**config.mk**
```make
export PLATFORM = sky130hd
export DESIGN_NAME = elastic_inv_buffer
export DESIGN_NICKNAME = d
export VERILOG_FILES = /design/src/rtl/elastic_inv_buffer.sv
export SDC_FILE = /design/constraint.sdc
export NUM_CORES = 1
export LEC_CHECK = 0
export ABC_AREA = 1
export BUFFER_PORTS_ARGS = -buffer_cell sky130_fd_sc_hd__buf_2
export CORE_MARGIN = 4
export CORE_UTILIZATION = 50
export CTS_CLUSTER_SIZE = 25
export DETAILED_ROUTE_END_ITERATION = 8
export GPL_ROUTABILITY_DRIVEN = 0
export PLACE_DENSITY = 0.83
export SYNTH_ARGS = -nofsm -noshare
export SYNTH_HDL_FRONTEND = slang
export SYNTH_SLANG_ARGS = --single-unit
```
**constraint.sdc**
```tcl
create_clock -name clk -period 2.8 [get_ports clk]
set_input_delay 0.28 -clock clk [delete_from_list [all_inputs] [get_ports clk]]
set_output_delay 0.28 -clock clk [all_outputs]
set_load 0.01 [all_outputs]
```
**src/rtl/elastic_inv_buffer.sv**
```systemverilog
// Elastic valid/ready FIFO with a per-bit output polarity mask.
// Storage holds raw input words; the INVERT mask is applied on the read side.
// Pointers carry an extra wrap bit so full and empty are distinguished
// without a separate occupancy register.
module elastic_inv_buffer #(
    parameter int               WIDTH  = 8,
    parameter int               DEPTH  = 4,
    parameter logic [WIDTH-1:0] INVERT = '0,
    localparam int              AW     = $clog2(DEPTH),
    localparam int              CW     = $clog2(DEPTH) + 1
) (
    input  logic             clk,
    input  logic             rst_n,
    input  logic [WIDTH-1:0] in_data,
    input  logic             in_valid,
    output logic             in_ready,
    output logic [WIDTH-1:0] out_data,
    output logic             out_valid,
    input  logic             out_ready,
    output logic [CW-1:0]    count,
    output logic             full,
    output logic             empty,
    output logic             ovf
);

    logic [WIDTH-1:0] mem [DEPTH];
    logic [AW:0]      wr_ptr;
    logic [AW:0]      rd_ptr;
    logic             push;
    logic             pop;

    // Flags come purely from registered pointers, so in_ready never depends
    // combinationally on out_ready and a full buffer cannot refill in the
    // same cycle it is popped.
    always_comb begin
        full      = (wr_ptr[AW] != rd_ptr[AW]) &&
                    (wr_ptr[AW-1:0] == rd_ptr[AW-1:0]);
        empty     = (wr_ptr == rd_ptr);
        count     = wr_ptr - rd_ptr;
        in_ready  = ~full;
        out_valid = ~empty;
        push      = in_valid & ~full;
        pop       = ~empty & out_ready;
        out_data  = mem[rd_ptr[AW-1:0]] ^ INVERT;
    end

    // Pointer and sticky overflow state; pointers wrap naturally modulo 2*DEPTH.
    always_ff @(posedge clk or negedge rst_n) begin
        if (!rst_n) begin
            wr_ptr <= '0;
            rd_ptr <= '0;
            ovf    <= 1'b0;
        end else begin
            if (push) begin
                wr_ptr <= wr_ptr + 1'b1;
            end
            if (pop) begin
                rd_ptr <= rd_ptr + 1'b1;
            end
            if (in_valid && full) begin
                ovf <= 1'b1;
            end
        end
    end

    // Storage array is deliberately left unreset; entries are only valid
    // between the pointers.
    always_ff @(posedge clk) begin
        if (push) begin
            mem[wr_ptr[AW-1:0]] <= in_data;
        end
    end

endmodule
```
==> impl_metrics.csv, run 1 <==
group,metric,value,unit
sta,setup_tns,0,ns
finish,antennaDiodeCount,0,
die,die-area,4440,um^2
yosys,synth.cell_area,1720,um^2
global_routing,grt_pass1_wl,4.95,mm
placement,dp_hpwl,2.24,mm
job,drv_cap,0,
min_path,hold_path.class,"in2reg",
drt,via_count,1101,
clocking,clk_pin_slew,0.11,ns
die,ios,28,
placement,io_buffers,27,
finish,drive_above_1_share,24.9,%
drt,dr.pass1.iters,4,
drt,vias_per_cell,4.94,
yosys,yosys.area_share.adder,6.25,%
pwr,p_leak,0.831,nW
critical_path,cp_max_fo,12,
sta,fmax,410,MHz
yosys,ys_seq_area_share,66.0,%
sta,slew_headroom,48.3,%
yosys,synth_top_family_by_area,"simple AND/OR/NAND/NOR gates",
placement,place_area,1880,um^2
critical_path,worstPathArrival,2.41,ns
drt,wl_per_cell,13.8,um
finish,layout_common_cells,"edfxtp_1, buf_2, nor2_1, nand2_1, o21ai_0",
critical_path,cp.required,2.78,ns
clocking,post_cts_buffers,0,
sta,tightest_slew,0.773,ns
clocking,insertion_delay,0.34,ns
finish,finalNetCount,196,
yosys,synth_mux_area_share,0,%
yosys,synth-compound-area-share,7.56,%
global_routing,grt_use_total,15.8,%
yosys,synth-xor-area-share,1.02,%
clocking,cts_sinks,39,
global_routing,grt_pass1_vias,1134,
drt,drc_errors,0,
critical_path,worst_setup_path_start_kind,"flop",
sta,finalSetupViolations,0,
finish,final_common_cell,"edfxtp_1",
global_routing,antenna_found_initial,0,
critical_path,cp-end-kind,"flop",
run_status,status,"finished, final reports clean",
sta,finalHoldViolations,0,
sta,final_max_slew_viol_count,0,
drt,drtIter0Drc,63,
yosys,synth_warnings,0,
clocking,cts_hold_buf,1,
finish,area_delta_synth_final,13.2,%
clocking,ctsResizeCount,0,
die,start_util,51.6,%
die,die_w,66.7,um
finish,finalInstanceArea,1950,um^2
clocking,cts.path.max_buffers,2,
clocking,cts_root_buf,"clkbuf_4",
die,core,3340,um^2
sta,finalCritPeriodShare,87.0,%
pwr,peakVddDrop,0.769,mV
die,row_count,21,
yosys,synthSimpleGateAreaFrac,13.7,%
yosys,synth_area_leaders,"edfxtp_1, dfrtp_1, ha_1",
clocking,cts_buffers,5,
clocking,cts_htree_levels,2,
yosys,syn_inst,145,
clocking,cts_tree,"done",
global_routing,overflow,0,
yosys,netlist-cell-type-count,21,
yosys,yosysTopAreaCell,"edfxtp_1",
sta,fin_worst_skew,0.00693,ns
critical_path,path_class,"reg2reg",
sta,rsz0062_at_grt,"false",
drt,ant_nets,0,
yosys,synth_seq_cells,39,
pwr,powerDensity,1090,nW/um^2
sta,whs,0.155,ns
drt,drt-total-wl,3.08,mm
sta,period_needed,2.44,ns
die,die_h,66.7,um
yosys,synth_top_area_share,55.9,%
yosys,synth_nets,165,
global_routing,grt_max_degree,21,
yosys,syn_avg_cell_area,11.9,um^2
[layer usage]
layer / wire (um) / up-vias / part of all wire (%) / global-route usage (%)
met5: 0 / - / 0 / 0
li1: - / 556 / - / -
met3: 147 / 10 / 4.8 / 5.73
met2: 1540 / 27 / 50 / 24.0
met1: 1290 / 508 / 42 / 18.7
met4: 97 / 0 / 3.2 / 10.2
[flip-flops by register name, indices dropped and copies added, names as in the netlist]
| name | flops |
|---|---|
| mem | 32 |
| ovf | 1 |
| rd_ptr | 3 |
| wr_ptr | 3 |
[kinds of logic after synthesis]
kind of cell / count (synthesis)
compound gates: 24
xor+xnor: 2
fa+ha+maj: 8
buf+inv: 21
flops: 39
simple gates: 51
[critical path, cell delays in order (launching register included)]
cell and delay (ns):
dfrtp_1 0.58, inv_1 0.24, ha_1 0.33, nand2_1 0.07, inv_1 0.08, nand3_4 0.12
nand2_4 0.08, nor2_1 0.59
[final cells by class]
| type | instances | area [um^2] |
|---|---|---|
| clock buffers | 5 | 37.5 |
| clock inverters | 3 | 15.0 |
| fillers | 280 | 1390 |
| inverters | 17 | 63.8 |
| multi-input cells | 85 | 492 |
| flip-flops and latches | 39 | 1140 |
| well taps | 46 | 57.6 |
| repair buffers | 28 | 145 |
[metrics by stage]
| stage | utilization, % | total power [mW] | setup WS, ns | cells |
|---|---|---|---|---|
| 2_1_floorplan | - | 1.56 | 0.811 | 145 |
| 3_3_place_gp | 56.5 | 1.84 | 0.559 | 214 |
| 3_5_place_dp | 56.5 | 1.88 | 0.424 | 214 |
| 4_1_cts | 58.3 | 2.15 | 0.400 | 223 |
| 5_1_grt | 58.3 | 2.31 | 0.223 | 223 |
| 6_report | 58.3 | 2.13 | 0.364 | 223 |
[worst paths after layout]
kind	startpoint	end	slack, ns	cells past startpoint
worst max-delay path	rd_ptr[1]$_DFFE_PN0P_	mem[0][0]$_DFFE_PP_	0.36	7
worst min-delay path	in_data[5]	mem[2][5]$_DFFE_PP_	0.15	1
worst max register to register	rd_ptr[1]$_DFFE_PN0P_	mem[0][0]$_DFFE_PP_	0.36	7
worst min register to register	ovf$_DFFE_PN0P_	ovf$_DFFE_PN0P_	0.48	2
max in group asynchronous	rst_n	rd_ptr[1]$_DFFE_PN0P_	2.36	2
min in group asynchronous	rst_n	wr_ptr[2]$_DFFE_PN0P_	0.28	2
[Yosys cell counts (all sizes together)]
cell type / instances
nand2: 24
edfxtp: 32
o21ai: 16
nand3: 8
clkbuf: 1
buf: 3
fa: 1
inv: 17
ha: 7
dfrtp: 7
xor2: 2
o22ai: 8
nor2: 19
[report_power, final]
part	internal (mW)	switching (mW)	total [mW]
Combinational	0.354	0.611	0.966
Sequential	0.781	0.115	0.897
Clock	0.0920	0.173	0.265
Total	1.23	0.900	2.13
No activity file was read; power rests on OpenSTA's default activity.
==> run 2: changes to the inputs <==
- CORE_UTILIZATION: 50 -> 55
- PLACE_DENSITY: 0.83 -> 0.89
==> impl_metrics.csv, run 2 (synthesis gave the netlist of run 1 again) <==
group,metric,value,unit
drt,wl_per_cell,15.5,um
clocking,cts_sinks,39,
drt,drtIter0Drc,81,
die,ios,28,
sta,tightest_slew,0.639,ns
finish,final_common_cell,"edfxtp_1",
clocking,cts_tree,"done",
finish,drive_above_1_share,25.4,%
placement,dp_hpwl,2.50,mm
finish,finalNetCount,196,
pwr,powerDensity,1170,nW/um^2
die,die_w,63.9,um
pwr,pwr-share-seq,38.8,%
drt,vias_per_cell,5.25,
clocking,cts.path.max_buffers,2,
placement,dp.cells,212,
die,die-area,4090,um^2
finish,fin_cells,221,
sta,slew_headroom,57.2,%
critical_path,cp_slowest_cell,"dfrtp_1",
critical_path,regToRegSetupSlack,0.51,ns
die,core,3030,um^2
job,drv_cap,0,
critical_path,path_cells,"inv_1, ha_1, nand2_1, inv_1, nand3_4, nand2_4, nor2_1",
sta,finalSetupViolations,0,
global_routing,grt_use_total,19.0,%
finish,finish.utilization,65.8,%
clocking,cts_htree_levels,2,
placement,dp_slack,0.502,ns
pwr,p_clk_share,19.7,%
clocking,post_cts_buffers,0,
pwr,netSwitchingFraction,39.3,%
min_path,hold_path.class,"in2reg",
run_status,status,"finished, final reports clean",
placement,place_area,1880,um^2
clocking,cts_buffers,5,
die,row_count,20,
pwr,p_leak,0.857,nW
global_routing,antenna_found_initial,0,
die,start_util,56.8,%
finish,layout_common_cells,"edfxtp_1, buf_2, nor2_1, nand2_1, o21ai_0",
critical_path,timing.rr.start,"rd_ptr[1]$_DFFE_PN0P_",
global_routing,overflow,0,
sta,rsz0062_at_grt,"false",
drt,ant_nets,0,
pwr,p_int,1.41,mW
finish,area_delta_synth_final,15.9,%
pwr,p_sw,0.915,mW
drt,via_count,1161,
min_path,hold_start,"in_data[1]",
critical_path,critPathTopFamily,"simple AND/OR/NAND/NOR gates",
finish,antennaDiodeCount,0,
critical_path,reg2reg_to,"mem[2][7]$_DFFE_PP_",
drt,drc_errors,0,
critical_path,path_class,"reg2reg",
pwr,comb_power_share,41.5,%
finish,largest_register_ffs,32,
critical_path,cp.required,2.79,ns
drt,drt-total-wl,3.42,mm
sta,period_needed,2.29,ns
critical_path,cp_max_fo,12,
critical_path,worst_setup_path_start_kind,"flop",
sta,finalCritPeriodShare,81.9,%
pwr,finalPower,2.33,mW
clocking,cts_root_buf,"clkbuf_4",
global_routing,grt_pass1_wl,5.60,mm
sta,setup_tns,0,ns
sta,finalWorstSetupSlack,0.506,ns
global_routing,grt_max_degree,21,
critical_path,reg2reg_depth,7,
critical_path,cp_slowest_stage_delay,0.58,ns
critical_path,cp-end-kind,"flop",
critical_path,critPathMostFrequentCell,"inv_1",
min_path,min_path_cells,1,
die,die_h,63.9,um
clocking,insertion_delay,0.34,ns
critical_path,crit_buf_inv,2,
sta,finalHoldViolations,0,
sta,fin_worst_skew,0.00836,ns
sta,final_max_slew_viol_count,0,
drt,dr.pass1.iters,4,
sta,fmax,436,MHz
critical_path,worstPathArrival,2.28,ns
min_path,min_to,"mem[2][1]$_DFFE_PP_",
clocking,clk_pin_slew,0.12,ns
finish,finalInstanceArea,1990,um^2
sta,whs,0.159,ns
pwr,peakVddDrop,0.549,mV
global_routing,grt_pass1_vias,1133,
placement,io_buffers,27,
==> run 2: cell types whose count changed in the layout (fill, tap and decap cells not counted) <==
cell	delta
bufinv_16	+2
clkinv_1	-2
clkbuf_1	+1
clkinvlp_4	-1
==> run 2: worst reg2reg max path, cell delays in order, from the launching register on <==
cell and delay (ns):
dfrtp_1 0.58, inv_1 0.21, ha_1 0.31, nand2_1 0.06
inv_1 0.08, nand3_4 0.12, nand2_4 0.08, nor2_1 0.50
==> run 2: power groups by stage <==
stage	clock (mW)	sequential, mW	combinational [mW]
2_1_floorplan	0	0.847	0.711
3_3_place_gp	0	0.901	0.932
3_5_place_dp	0	0.915	0.970
4_1_cts	0.461	0.903	0.975
5_1_grt	0.488	0.923	1.10
6_report	0.458	0.904	0.966
==> run 2: worst max-delay path by stage <==
stage                                from                   to  cells past startpoint
finish              rd_ptr[1]$_DFFE_PN0P_  mem[2][7]$_DFFE_PP_                      7
global route        rd_ptr[1]$_DFFE_PN0P_  mem[2][4]$_DFFE_PP_                      7
CTS                 rd_ptr[1]$_DFFE_PN0P_  mem[2][0]$_DFFE_PP_                      7
detailed placement  rd_ptr[1]$_DFFE_PN0P_  mem[1][6]$_DFFE_PP_                      7
global placement    rd_ptr[1]$_DFFE_PN0P_  mem[2][5]$_DFFE_PP_                      7
floorplan           rd_ptr[1]$_DFFE_PN0P_  mem[0][0]$_DFFE_PP_                      8
==> run 2: final cells by class <==
type / instances / area (um^2)
Clock buffer: 6 / 41.3
Clock inverter: 2 / 60.1
Fill cell: 225 / 1030
Inverter: 17 / 63.8
Multi-Input combinational cell: 85 / 492
Sequential cell: 39 / 1140
Tap cell: 44 / 55.1
Timing Repair Buffer: 28 / 145
==> run 2: repair_timing <==
action | 4_1_cts | 5_1_grt
hold buffers | 1 | 0
endpoints found under the hold margin | 7 | 0
gates resized for setup | 0 | 0
==> run 2: metal layers <==
| layer | GRT usage, % | up-vias | part of all wire, % |
|---|---|---|---|
| met5 | 0 | - | 0 |
| met4 | 8.89 | 0 | 1.9 |
| met3 | 7.38 | 7 | 7.8 |
| met2 | 27.5 | 50 | 48 |
| met1 | 25.0 | 546 | 42 |
| li1 | - | 558 | - |
==> run 3: changes to the inputs <==
- clock period: 2.8 -> 2.2 ns (I/O delays scaled with it)
==> impl_metrics.csv, run 3 (synthesis gave the netlist of run 1 again) <==
group,metric,value,unit
sta,setup_tns,0,ns
sta,finalHoldViolations,0,
drt,drt-total-wl,3.43,mm
global_routing,overflow,0,
finish,finalNetCount,201,
critical_path,worst_setup_path_start_kind,"flop",
die,start_util,56.8,%
clocking,ctsResizeCount,0,
sta,final_max_slew_viol_count,0,
finish,antennaDiodeCount,0,
sta,fmax,505,MHz
die,core,3030,um^2
sta,finalSetupViolations,0,
finish,area_delta_synth_final,15.0,%
critical_path,cp.required,1.98,ns
finish,layout_common_cells,"edfxtp_1, buf_2, nor2_1, nand2_1, o21ai_0",
pwr,finalPower,2.77,mW
finish,final_common_cell,"edfxtp_1",
pwr,powerDensity,1400,nW/um^2
placement,dp_hpwl,2.64,mm
sta,fin_worst_skew,0.00736,ns
drt,vias_per_cell,5.08,
die,die_h,63.9,um
sta,slew_headroom,79.8,%
clocking,cts_tree,"done",
sta,tightest_slew,0.303,ns
drt,dr.pass1.iters,4,
global_routing,antenna_found_initial,0,
drt,ant_nets,0,
sta,finalCritPeriodShare,90.1,%
critical_path,worstPathArrival,1.76,ns
global_routing,grt_use_total,19.1,%
sta,period_needed,1.98,ns
die,die_w,63.9,um
critical_path,cp_max_fo,4,
die,die-area,4090,um^2
placement,io_buffers,27,
drt,wl_per_cell,15.2,um
clocking,cts_sinks,39,
clocking,cts_htree_levels,2,
drt,via_count,1149,
critical_path,cp-end-kind,"primary output",
drt,drc_errors,0,
clocking,insertion_delay,0.34,ns
placement,dp.cells,217,
run_status,status,"finished, final reports clean",
critical_path,path_class,"reg2out",
clocking,cts.path.max_buffers,2,
drt,drtIter0Drc,92,
pwr,p_leak,0.858,nW
die,ios,28,
clocking,clk_pin_slew,0.11,ns
pwr,peakVddDrop,0.778,mV
clocking,cts_root_buf,"clkbuf_4",
min_path,hold_path.class,"in2reg",
sta,rsz0062_at_grt,"false",
global_routing,grt_pass1_vias,1185,
global_routing,grt_max_degree,20,
clocking,cts_buffers,5,
die,row_count,20,
finish,fillerInstances,230,
finish,drive_above_1_share,26.4,%
job,drv_cap,0,
finish,fin_cells,226,
global_routing,grt_pass1_wl,5.77,mm
finish,largest_register_ffs,32,
## run 3: cell types whose count changed in the layout (fill, tap and decap cells not counted), sizes merged
cell,previous run,this run
clkinv,0,2
buf,27,32
bufinv,2,0
## run 3: worst paths after layout
path	endpoint	depth (start not counted)	slack [ns]	startpoint
max	count[2]	5	0.22	wr_ptr[0]$_DFFE_PN0P_
min	mem[2][1]$_DFFE_PP_	1	0.11	in_data[1]
max reg2reg	mem[2][0]$_DFFE_PP_	8	0.43	rd_ptr[1]$_DFFE_PN0P_
min reg2reg	ovf$_DFFE_PN0P_	2	0.47	ovf$_DFFE_PN0P_
max in group asynchronous	wr_ptr[0]$_DFFE_PN0P_	2	1.80	rst_n
min in group asynchronous	rd_ptr[2]$_DFFE_PN0P_	2	0.24	rst_n
## run 3: what timing repair did
item	in CTS	in global routing
hold endpoints to repair	7	0
setup buffers	0	0
hold buffers	1	0
## run 3: metal layers
| layer | track usage [%] | routed length (um) |
|---|---|---|
| met3 | 6.85 | 190 |
| met1 | 25.2 | 1400 |
| met2 | 30.2 | 1810 |
| met4 | 4.31 | 37 |
| met5 | 0 | 0 |
## run 3: layout make-up
type | count | area, um^2 | area share, %
sequential | 39 | 1140 | 57.4
multi-input combinational | 85 | 492 | 24.9
timing repair buffer | 33 | 183 | 9.23
inverter | 17 | 63.8 | 3.23
tap | 44 | 55.1 | 2.78
clock buffer | 6 | 41.3 | 2.09
clock inverter | 2 | 7.51 | 0.380
## run 3: power breakdown
| group | internal (mW) | switching (mW) |
|---|---|---|
| clock | 0.118 | 0.211 |
| sequential | 0.994 | 0.0911 |
| combinational | 0.497 | 0.854 |
## run 3: critical path: stages, from the launching register on
cell     delay, ns
dfrtp_1       0.41
inv_1         0.11
ha_1          0.23
fa_1          0.38
xor2_1        0.16
buf_2         0.15
## run 3: through the flow
stage	utilization [%]	area [um^2]	setup WS [ns]	hold WS, ns
after CTS	65.3	1980	0.209	0.112
after global routing	65.3	1980	0.0917	0.0892
after floorplan	-	1720	0.211	-0.0756
final	65.3	1980	0.218	0.114
after detailed placement	63.4	1920	0.422	0.0628
after global placement	63.4	1920	0.542	0.0624
